[src/rtl/tia_poly_counter.sv]
`default_nettype none
// ============================================================================
//  Module      : tia_poly_counter
//  Description : Parametrised XNOR-LFSR polynomial counter with terminal-state
//                reload, resync request, count enable, sticky lock-up flag
//                and registered per-channel state decodes.
//  Revision    : 1.0  initial release
// ============================================================================
module tia_poly_counter #(
   parameter int                         WIDTH      = 6,
   parameter int                         TAP        = 4,
   parameter logic [WIDTH-1:0]           WRAP       = 6'b010100,
   parameter int                         NUM_DEC    = 4,
   parameter logic [NUM_DEC*WIDTH-1:0]   DEC_VALUES = {NUM_DEC{6'b000000}}
) (
   input  logic               clk,
   input  logic               reset,
   input  logic               en,
   input  logic               rsyn,
   output logic [WIDTH-1:0]   out,
   output logic               shb,
   output logic               rsynd,
   output logic               err,
   output logic [NUM_DEC-1:0] dec
);

   logic [WIDTH-1:0]   r_out;
   logic               r_shb;
   logic               r_rsynd;
   logic               r_err;
   logic [NUM_DEC-1:0] r_dec;

   logic               w_fb;
   logic               w_all_ones;
   logic               w_req;
   logic [WIDTH-1:0]   w_next;
   logic [NUM_DEC-1:0] w_hit;

   // XNOR feedback: all-ones maps to itself, which is why it needs forced recovery
   assign w_fb       = ~(r_out[WIDTH-1] ^ r_out[TAP]);
   assign w_all_ones = &r_out;

   // Terminal state, lock-up and resync all share the single reload path
   assign w_req      = (r_out == WRAP) | w_all_ones | rsyn;

   // A reload flagged on the previous enabled edge takes priority over the shift
   assign w_next     = r_shb ? '0 : {r_out[WIDTH-2:0], w_fb};

   // One equality comparator per decode channel, all against the pre-edge state
   genvar gi;
   generate
      for (gi = 0; gi < NUM_DEC; gi = gi + 1) begin : g_dec
         assign w_hit[gi] = (r_out == DEC_VALUES[gi*WIDTH +: WIDTH]);
      end
   endgenerate

   // Counter, reload flag, resync delay, decodes and lock-up flag; all hold when en=0
   always_ff @(posedge clk or posedge reset) begin
      if (reset) begin
         r_out   <= '0;
         r_shb   <= 1'b0;
         r_rsynd <= 1'b0;
         r_err   <= 1'b0;
         r_dec   <= '0;
      end else if (en) begin
         r_shb   <= w_req;
         r_rsynd <= rsyn;
         r_out   <= w_next;
         r_dec   <= w_hit;
         r_err   <= r_err | w_all_ones;
      end
   end

   assign out   = r_out;
   assign shb   = r_shb;
   assign rsynd = r_rsynd;
   assign err   = r_err;
   assign dec   = r_dec;

endmodule
`default_nettype wire
[config.mk]
export PLATFORM = sky130hd
export DESIGN_NAME = tia_poly_counter
export DESIGN_NICKNAME = d
export VERILOG_FILES = /design/src/rtl/tia_poly_counter.sv
export SDC_FILE = /design/constraint.sdc
export NUM_CORES = 1
export LEC_CHECK = 0
export BUFFER_PORTS_ARGS = -buffer_cell sky130_fd_sc_hd__buf_2
export CAP_MARGIN = 20
export CORE_AREA = 2 2 39 41
export DETAILED_ROUTE_END_ITERATION = 6
export DIE_AREA = 0 0 41 43
export PLACE_DENSITY = 0.63
export SYNTH_ARGS = -nofsm -noshare
export SYNTH_HDL_FRONTEND = slang
export SYNTH_SLANG_ARGS = --single-unit
export TNS_END_PERCENT = 5
[constraint.sdc]
create_clock -name clk -period 2.31 [get_ports clk]
set_input_delay 0 -clock clk [delete_from_list [all_inputs] [get_ports clk]]
set_output_delay 0 -clock clk [all_outputs]
set_load 0.05 [all_outputs]
[Yosys cells after proc, flatten, opt, wreduce, memory -nomap -nowiden]
Cells that the tools add are included.
Storage, ports and cells
  register bits: 10
  bits of input ports: 4
  output and inout bits: 13
  logic and storage cells: 14
Operators by class
  eq/ne operators: 1
  mux-type cells: 1
  bitwise logic cells: 5
  reduce and logical (&&, ||, !) cells: 2
Operators by type and width (count)
  $eq A6 B5 Y1 const B: 1
  $logic_not A6 Y1: 1
  $mux W6: 1
  $reduce_and A6 Y1: 1
  $or A1 B1 Y1: 3
  $not A1 Y1: 1
  $xor A1 B1 Y1: 1

[Longest topological paths before layout]
Gate-level depths: netlist of the first run.
  depth in word-level cells: 3
  mapped depth: 4
  depth with buffers taken out: 4

[Least setup slack after synthesis of the first run]
OpenSTA, ideal clock, no wires.
  path type: reg-to-reg
  start: register r_out[4], in the netlist out[4]
  end: register r_out[0], in the netlist out[0]
  library setup time: 0.125 ns
  arrival: 1.360 ns
  data required time: 2.185 ns
  slack: 0.825 ns
  stages on the path, launching flop included: 5
  buffers on the path: 0
  clock period less this slack: 1.485 ns
  cells stage by stage: dfrtp_1 > inv_1 > ha_1 > nor2_1 > mux2_4
Between the ends
  word-level cells in the longest chain between the ends: 3
RTL lines
  from (decl): line 27  | logic [WIDTH-1:0] r_out;
  from (signal assigned): line 68  | r_out <= w_next;
  $xor A1 B1 Y1: line 40  | assign w_fb = ~(r_out[WIDTH-1] ^ r_out[TAP]);
  $not A1 Y1: line 40
  $mux W6: line 47  | assign w_next = r_shb ? '0 : {r_out[WIDTH-2:0], w_fb};
No other way between the ends.
A chain may end at the register's enable or synchronous reset.

[Final worst setup path of the first run]
Ends and elaborated chain as after synthesis.

==> results summary, run 1 <==
The flow ran to the end, and the final reports show no timing, DRC or antenna violations. TritonCTS built the clock tree. For this run, the leading register cell type out of synthesis is sky130_fd_sc_hd__dfrtp_1.

The slowest library cell on the worst path is sky130_fd_sc_hd__dfrtp_1. The share of Yosys cell area claimed by the top area cell type is 49.8%. The fraction of final layout cells with drive strength greater than 1 came out at a little over a third. The flip-flop and latch count after synthesis came out at 10. Cells fill approximately 44% of the core in the end. On the critical path the largest part of the delay comes from flip-flops. The first-pass GRT wire length came out at ~1600 um. Per report_power, the sequential group accounts for 37.6% of the total. The initial antenna violation count came out at 0. The worst slew margin relative to its limit came out at 74.7%.

The worst setup path is captured at a register. Setup repair after global routing left no endpoint under its margin. Once the clock tree was built, the setup fixing pass inserted 0 buffers. The later pin in the worst-skew pair is clocked with a latency of 0.26 ns. The clock net sink count came out at 10. Row generation in the floorplan step produced 14 rows. The power per unit of standard cell area is 967 nW/um^2.

For this run, the register share of the synthesized area comes to approximately 50%. Together, buffers and inverters on the worst path number 1. The area growth from synthesis to layout came out at 22.1%. The total global-route track usage came out at between 10% and 20%. The routed length per placed instance is 12.5 um. Across the run, the number of max-cap violations was 0. The count of buffers from port buffering is 16. The measured slew at the worst slew-check pin is between 0.3 and 0.4 ns. The number of distinct standard cells referenced by the synthesized netlist is 18.

The critical path class is register to register. The data arrival at the endpoint of the critical path is ~1.3 ns. By count the netlist is led by sky130_fd_sc_hd__dfrtp_1, sky130_fd_sc_hd__inv_1, sky130_fd_sc_hd__nand2_1, sky130_fd_sc_hd__o22ai_1. The synthesized design contains 0 enable-type register cells. The highest clock rate came out at ~850 MHz. The number of nets in the layout is between 70 and 80. The remaining number of nets flagged by the antenna check after routing is 0.

The half-perimeter wire length after detailed placement is ~730 um. The floorplan step set the die width to between 40 and 50 um. The number of H-tree levels is 1.

No sink is reached through more buffers than the 2 on the longest clock path. In this run the worst hold path is classified as input pin to register. The starting utilization of the core area is a little over a third. OpenSTA, run right after detailed placement, puts the worst setup slack at 1.14 ns. The cell area after synthesis is just over 500 sq um. The relative contribution of combinational cells to total power came out at between 30 and 40%. The cell internal power dissipation is about 340 uW. The number of endpoints with negative hold slack in the final report came out at 0. The Yosys warning count is 0. The gate count of the mapped netlist came out at 48. The mean number of vias per cell is between 4 and 5. The number of max-slew violations in the final report is 0. In the post-synthesis netlist, the biggest area contributors are sky130_fd_sc_hd__dfrtp_1, sky130_fd_sc_hd__ha_1, sky130_fd_sc_hd__o22ai_1. The aggregate routed wire length is between 1000 and 1500 um. The number of iterations in the first detailed-routing pass is 4. The setup slack after layout is between 1 and 1.5 ns.

The congestion estimate from routability-driven global placement came to slightly below 0.7. The die is roughly 43 um tall. The die outline area is between 1500 and 2000 sq um. The number of top-level pins came out at 17. After clock tree synthesis, the flow added hold-fix buffers numbering 2. The shortest period the worst path allows came out at around 1.2 ns. The post-CTS resize count came out at 0. In this run the standard cell core region covers 1380 sq um. The most common cell in the synthesized netlist is sky130_fd_sc_hd__dfrtp_1. For this run the aggregate overflow at the end of global routing stands at 0. The required time of the worst setup path is roughly 2.5 ns. The final-report setup violation count came out at 0. Traced cell by cell, the critical path runs through inv_1 -> ha_1 -> nor2_1 -> mux2_4.

The kind of start point of the critical path is a register. In this run the clock root is driven by a sky130_fd_sc_hd__clkbuf_4. Per report_power, the clock group accounts for a little over a quarter of the total. The switching share of power is roughly 42%. The average instance area after synthesis came out at around 10 sq um. After detailed routing, the number of remaining DRC violations is 0. sky130_fd_sc_hd__dfrtp_1 takes more of the synthesized area than any other cell. The number of diodes added for antenna fixing came out at 0. Counting the buffers created by CTS gives 3. The worst-case IR drop observed on VDD is roughly 0.47 mV. The number of global-route vias before repair came out at 353.

The clock-pin slew on the worst setup and hold paths came out at approximately 0.070 ns. Setup total negative slack on the finished layout was measured at 0 ns. The final critical path takes up about half of the cycle. The net switching power is between 200 and 300 uW. The worst clock skew on the final layout came out at ~0.0047 ns. The via total after detailed routing came out at 395. In this design, the stage delay of the slowest critical-path cell is roughly 0.41 ns.

Of all flip-flops after synthesis, the portion carrying an async set or reset was 100%. The net count after synthesis is 55. Entering global routing, the biggest net connects 18 pins. The largest fanout on the critical path came out at 5.

The number of violations reported at the end of detailed-routing iteration 0 is 5. For this design the static power due to leakage is 0.329 nW.
worst reg2reg max path, stage by stage, from the launching register on:
cell and delay (ns):
sky130_fd_sc_hd__dfrtp_1 0.41, sky130_fd_sc_hd__inv_1 0.08, sky130_fd_sc_hd__ha_1 0.27, sky130_fd_sc_hd__nor2_1 0.04, sky130_fd_sc_hd__mux2_4 0.26
cells in the final DEF, fill, tap and decap left out, drive strengths merged, types with 2 or more instances in the layout:
master       synthesis  routed
inv                  7       7
nand4                2       2
nand2                6       6
dfrtp               10      10
nor2                 2       2
o22ai                5       5
buf                  5      16
ha                   3       3
dlygate4sd3          0       2
clkbuf               0       4
cells by family (layout without fill, tap and decap cells):
family                     count (synthesis)  in the layout  share of synthesized area, %
adders and majority gates                  3              3                          7.46
DFF                                       10             10                          49.8
AOI/OAI and AO/OA                          7              7                          9.20
and+or+nand+nor                           15             15                          16.4
buffers and inverters                     12             29                          14.2
muxes                                      1              1                          2.98
power by group through the flow:
stage          logic (mW)  clock network (mW)  registers (mW)
2_1_floorplan       0.115                   0           0.298
3_3_place_gp        0.212                   0           0.226
3_5_place_dp        0.213                   0           0.227
4_1_cts             0.217               0.160           0.224
5_1_grt             0.230               0.169           0.229
6_report            0.215               0.155           0.224
per-stage QoR:
step                      hold WS (ns)  instance area (sq um)  total power [mW]  std cells
after floorplan                 -0.160                    503             0.413         48
after detailed placement      -0.00478                    558             0.440         75
after global placement        -0.00518                    558             0.438         75
after CTS                        0.119                    614             0.601         81
after global routing             0.156                    614             0.628         81
final                            0.132                    614             0.594         81
layout make-up:
| class | instances | area (sq um) |
|---|---|---|
| fill | 136 | 769 |
| clock buffer | 4 | 36.3 |
| multi-input combinational | 26 | 181 |
| timing repair buffer | 18 | 100 |
| sequential | 10 | 250 |
| inverter | 7 | 26.3 |
| tap | 16 | 20.0 |
registers in the layout, indices dropped and copies added (netlist names):
name and count:
out 6, dec 1, err 1, rsynd 1
shb 1
final timing paths:
check | from | to | slack (ns) | cells past startpoint
min in group asynchronous | reset | out[3] | 0.27 | 3
worst max-delay path | out[4] | out[0] | 1.13 | 4
max in group asynchronous | reset | out[0] | 1.77 | 3
worst min register to register | err | err | 0.50 | 1
worst min-delay path | en | out[2] | 0.13 | 3
worst max register to register | out[4] | out[0] | 1.13 | 4
layer usage:
layer / global-route usage, % / share of wire, % / up-vias
li1: - / - / 192
met1: 15.8 / 42 / 185
met2: 20.3 / 48 / 16
met3: 9.42 / 7.9 / 2
met4: 8.00 / 1.8 / 0
met5: 0 / 0 / -
Power figures use the tool's default switching activity.
==> run 2: changes to the inputs <==
--- a/config.mk
+++ b/config.mk
@@ -5,12 +5,13 @@
 export SDC_FILE = /design/constraint.sdc
 export NUM_CORES = 1
 export LEC_CHECK = 0
+export ABC_AREA = 1
 export BUFFER_PORTS_ARGS = -buffer_cell sky130_fd_sc_hd__buf_2
 export CAP_MARGIN = 20
 export CORE_AREA = 2 2 39 41
 export DETAILED_ROUTE_END_ITERATION = 6
 export DIE_AREA = 0 0 41 43
-export PLACE_DENSITY = 0.63
+export PLACE_DENSITY = 0.66
 export SYNTH_ARGS = -nofsm -noshare
 export SYNTH_HDL_FRONTEND = slang
 export SYNTH_SLANG_ARGS = --single-unit
==> constraint.sdc (replaced) <==
create_clock -name clk -period 1.05 [get_ports clk]
set_input_delay 0 -clock clk [delete_from_list [all_inputs] [get_ports clk]]
set_output_delay 0 -clock clk [all_outputs]
set_load 0.05 [all_outputs]
==> results summary, run 2 <==
The data arrival at the endpoint of the critical path was 1.15 ns (was 1.32 ns). The area growth from synthesis to layout is 25.0% (was 22.1%). The most used flip-flop cell after synthesis is sky130_fd_sc_hd__dfrtp_1 (unchanged). The area of the multi-input gates is 189 sq um (was 181 sq um).

The clock-pin slew on the worst setup and hold paths is 0.07 ns (about the same). The flip-flop count of the largest register, all copies and words added is 6 (unchanged). The largest net degree at the start of global routing is 18 (unchanged).

The sequential-to-total area share from yosys stat is 48.5% (was 49.8%). The TritonCTS clock tree is done (unchanged). The number of global-route vias before repair is 437 (was 353).

The library cell occupying the most area in the post-synthesis netlist is sky130_fd_sc_hd__dfrtp_1 (unchanged). The start point of the worst hold path is en (unchanged). The routed length per placed instance came out at 11.3 um (was 12.5 um). The cell count after placement was 87 (was 75). The end of the worst register-to-register path is shb (was out[0]). The number of enable flip-flop cells after synthesis came out at 0 (unchanged).

The highest clock rate came out at 1000 MHz (was 850 MHz). The total global-route track usage is 15.2% (was 14.5%). The capture point of the worst path was shb (was out[0]). The required time of the worst setup path came to 1.20 ns (was 2.46 ns). The share of flip-flops with an asynchronous set or reset is 100% (unchanged). The initial antenna violation count came out at 0 (unchanged). The share of Yosys cell area claimed by the top area cell type is 48.5% (was 49.8%). The placeable core region is 1380 sq um (unchanged).

The number of H-tree levels is 1 (unchanged). The number of max-slew violations in the final report is 0 (unchanged). The setup slack of the most critical reg-to-reg path is 0.05 ns (was 1.13 ns). The kind of start point of the critical path is a register (unchanged). The worst setup slack before clock tree synthesis came to 0.0312 ns (was 1.14 ns). The net count after synthesis is 67 (was 55). The setup slack after layout is 0.0502 ns (was 1.13 ns).

The shortest period the worst path allows is 1.00 ns (was 1.18 ns). The leakage dissipation was 0.335 nW (was 0.329 nW). The worst clock skew on the final layout is 0.00313 ns (was 0.00469 ns). The end-of-flow core utilization came out at 46.6% (was 44.4%).

The clock net sink count is 10 (unchanged). Setup repair after global routing missed its margin: yes (was no). The total clock buffers created by CTS is 3 (unchanged).

The critical path class is register to register (unchanged). The horizontal extent of the die came out at 41 um (unchanged). The first-pass GRT wire length is 1800 um (was 1600 um). The master cell of the clock root buffer is sky130_fd_sc_hd__clkbuf_4 (unchanged).

Commonest cells in the netlist: sky130_fd_sc_hd__inv_1, sky130_fd_sc_hd__dfrtp_1, sky130_fd_sc_hd__nand2_1 (was sky130_fd_sc_hd__dfrtp_1, sky130_fd_sc_hd__inv_1, sky130_fd_sc_hd__nand2_1, sky130_fd_sc_hd__o22ai_1). The routability congestion estimate is 0.801 (was 0.693). The gate count of the mapped netlist came out at 60 (was 48). The flip-flop and latch count after synthesis is 10 (unchanged). The aggregate routed wire length is 1070 um (was 1010 um). The average instance area after synthesis came to 8.59 sq um (was 10.5 sq um).

The die outline area came out at 1760 sq um (unchanged). The starting utilization of the core area is 37.3% (was 36.3%). The class of the most critical hold timing path was input pin to register (unchanged). The number of endpoints with negative hold slack in the final report is 0 (unchanged).

Highest-count cells in the layout ignoring fill and taps: sky130_fd_sc_hd__buf_2, sky130_fd_sc_hd__inv_1, sky130_fd_sc_hd__nand2_1, sky130_fd_sc_hd__dfrtp_1, sky130_fd_sc_hd__nand3_1 (was sky130_fd_sc_hd__buf_2, sky130_fd_sc_hd__dfrtp_1, sky130_fd_sc_hd__inv_1, sky130_fd_sc_hd__nand2_1, sky130_fd_sc_hd__o22ai_1). The worst hold margin was 0.105 ns (was 0.132 ns). The beginning of the worst register-to-register path was out[4] (unchanged).

The number of nets in the layout came out at 86 (was 73). The register area is 253 sq um (was 250 sq um). The measured slew at the worst slew-check pin came to 0.397 ns (was 0.380 ns). The post-route DRC violation count came to 0 (unchanged). The Yosys warning count is 0 (unchanged). The sum of internal, switching and leakage power is 1.20 mW (was 594 uW).

The half-perimeter wire length after detailed placement is 757 um (was 725 um). The maximum resistive drop on vdd came out at 0.635 mV (was 0.469 mV). The critical path startpoint is out[4] (unchanged).

The total grt overflow came out at 0 (unchanged). The total cell area at the placement stage was 573 sq um (was 558 sq um). The endpoint kind of the worst setup timing path is a register (unchanged). The number of violations reported at the end of detailed-routing iteration 0 is 8 (was 5). The count of buffers from port buffering is 16 (unchanged). The overall die height is 43 um (unchanged). The power per unit of standard cell area is 1870 nW/um^2 (was 967 nW/um^2).

The number of diodes added for antenna fixing is 0 (unchanged). The count of maximum capacitance violations was 0 (unchanged). The final-report setup violation count came out at 0 (unchanged). The fraction of final layout cells with drive strength greater than 1 was 34.6% (was 35.4%).

The remaining number of nets flagged by the antenna check after routing is 0 (unchanged). The maximum root-to-sink buffer count is 2 (unchanged). The summed area of non-filler cells in the final layout came to 644 sq um (was 614 sq um). The post-route non-filler standard cell count is 94 (was 81). Most area-consuming cells after synthesis: sky130_fd_sc_hd__dfrtp_1, sky130_fd_sc_hd__inv_1, sky130_fd_sc_hd__ha_1 (was sky130_fd_sc_hd__dfrtp_1, sky130_fd_sc_hd__ha_1, sky130_fd_sc_hd__o22ai_1). The number of fill cells in the layout came to 139 (was 136). The number of top-level pins is 17 (unchanged).

The most frequent standard cell in the layout excluding fill and tap cells is sky130_fd_sc_hd__buf_2 (unchanged). The number of cell instances on the worst register-to-register path is 5 (was 4). Run status: complete, no violations (unchanged). The largest fanout on the critical path is 5 (unchanged). The number of iterations in the first detailed-routing pass is 4 (unchanged). The portion of the clock cycle consumed by the worst path in the final layout came out at 95.2% (was 50.9%). The number of distinct standard cells referenced by the synthesized netlist came to 11 (was 18). The via total after detailed routing came out at 463 (was 395). The total number of placement rows is 14 (unchanged).

The cell area after synthesis is 515 sq um (was 503 sq um). The worst slew margin relative to its limit came to 73.5% (was 74.7%). The insertion delay of the later-clocked pin in the worst-skew pair came to 0.27 ns (was 0.26 ns).

The summed negative setup slack over all endpoints is 0 ns (unchanged). The most common cell in the synthesized netlist was sky130_fd_sc_hd__inv_1 (was sky130_fd_sc_hd__dfrtp_1). The mean number of vias per cell is 4.93 (was 4.88).
[run 2: report_power, final]
| group | switching [mW] | total, mW | leakage [nW] | internal (mW) |
|---|---|---|---|---|
| logic | 0.350 | 0.452 | 0.198 | 0.102 |
| registers | 0.0414 | 0.468 | 0.122 | 0.426 |
| clock network | 0.137 | 0.284 | 0.0150 | 0.147 |
[run 2: repair_timing]
item                                    in CTS  in global routing
endpoints found under the setup margin       0                  3
buffers inserted                             0                  1
hold endpoints to repair                    11                  0
resized for setup                            0                  3
hold buffers                                 2                  0
[run 2: final cells by class]
type,instances,area share (%)
repair buffers,19,16.7
multi-input cells,32,29.3
well taps,16,3.11
clock buffers,4,4.08
inverters,13,7.57
flip-flops and latches,10,39.2
[run 2: cell families (layout without fill, tap and decap cells)]
group / after synthesis / in the layout / synth area share (%)
compound gates: 9 / 9 / 9.95
fa+ha+maj: 3 / 3 / 7.28
buf+inv: 18 / 36 / 18.2
flops: 10 / 10 / 48.5
simple gates: 20 / 20 / 16.0
[run 2: metal layers]
| layer | track usage [%] | wire length, um | vias up |
|---|---|---|---|
| met2 | 22.5 | 524 | 22 |
| met5 | 0 | 0 | - |
| li1 | - | - | 219 |
| met1 | 19.0 | 425 | 216 |
| met4 | 12.0 | 38 | 0 |
| met3 | 1.57 | 76 | 6 |
[run 2: worst min path at each step]
stage,end,depth (start not counted)
final,out[0],3
after global routing,rsynd,2
after CTS,out[0],3
after detailed placement,err,2
after global placement,err,2
after floorplan,dec[0],1
[run 2: critical path, stage by stage (launching register included)]
cell	delay (ns)
sky130_fd_sc_hd__dfrtp_2	0.44
sky130_fd_sc_hd__ha_2	0.18
sky130_fd_sc_hd__nand2_1	0.06
sky130_fd_sc_hd__nor2_1	0.05
sky130_fd_sc_hd__nand2_1	0.08
sky130_fd_sc_hd__nand3_1	0.08
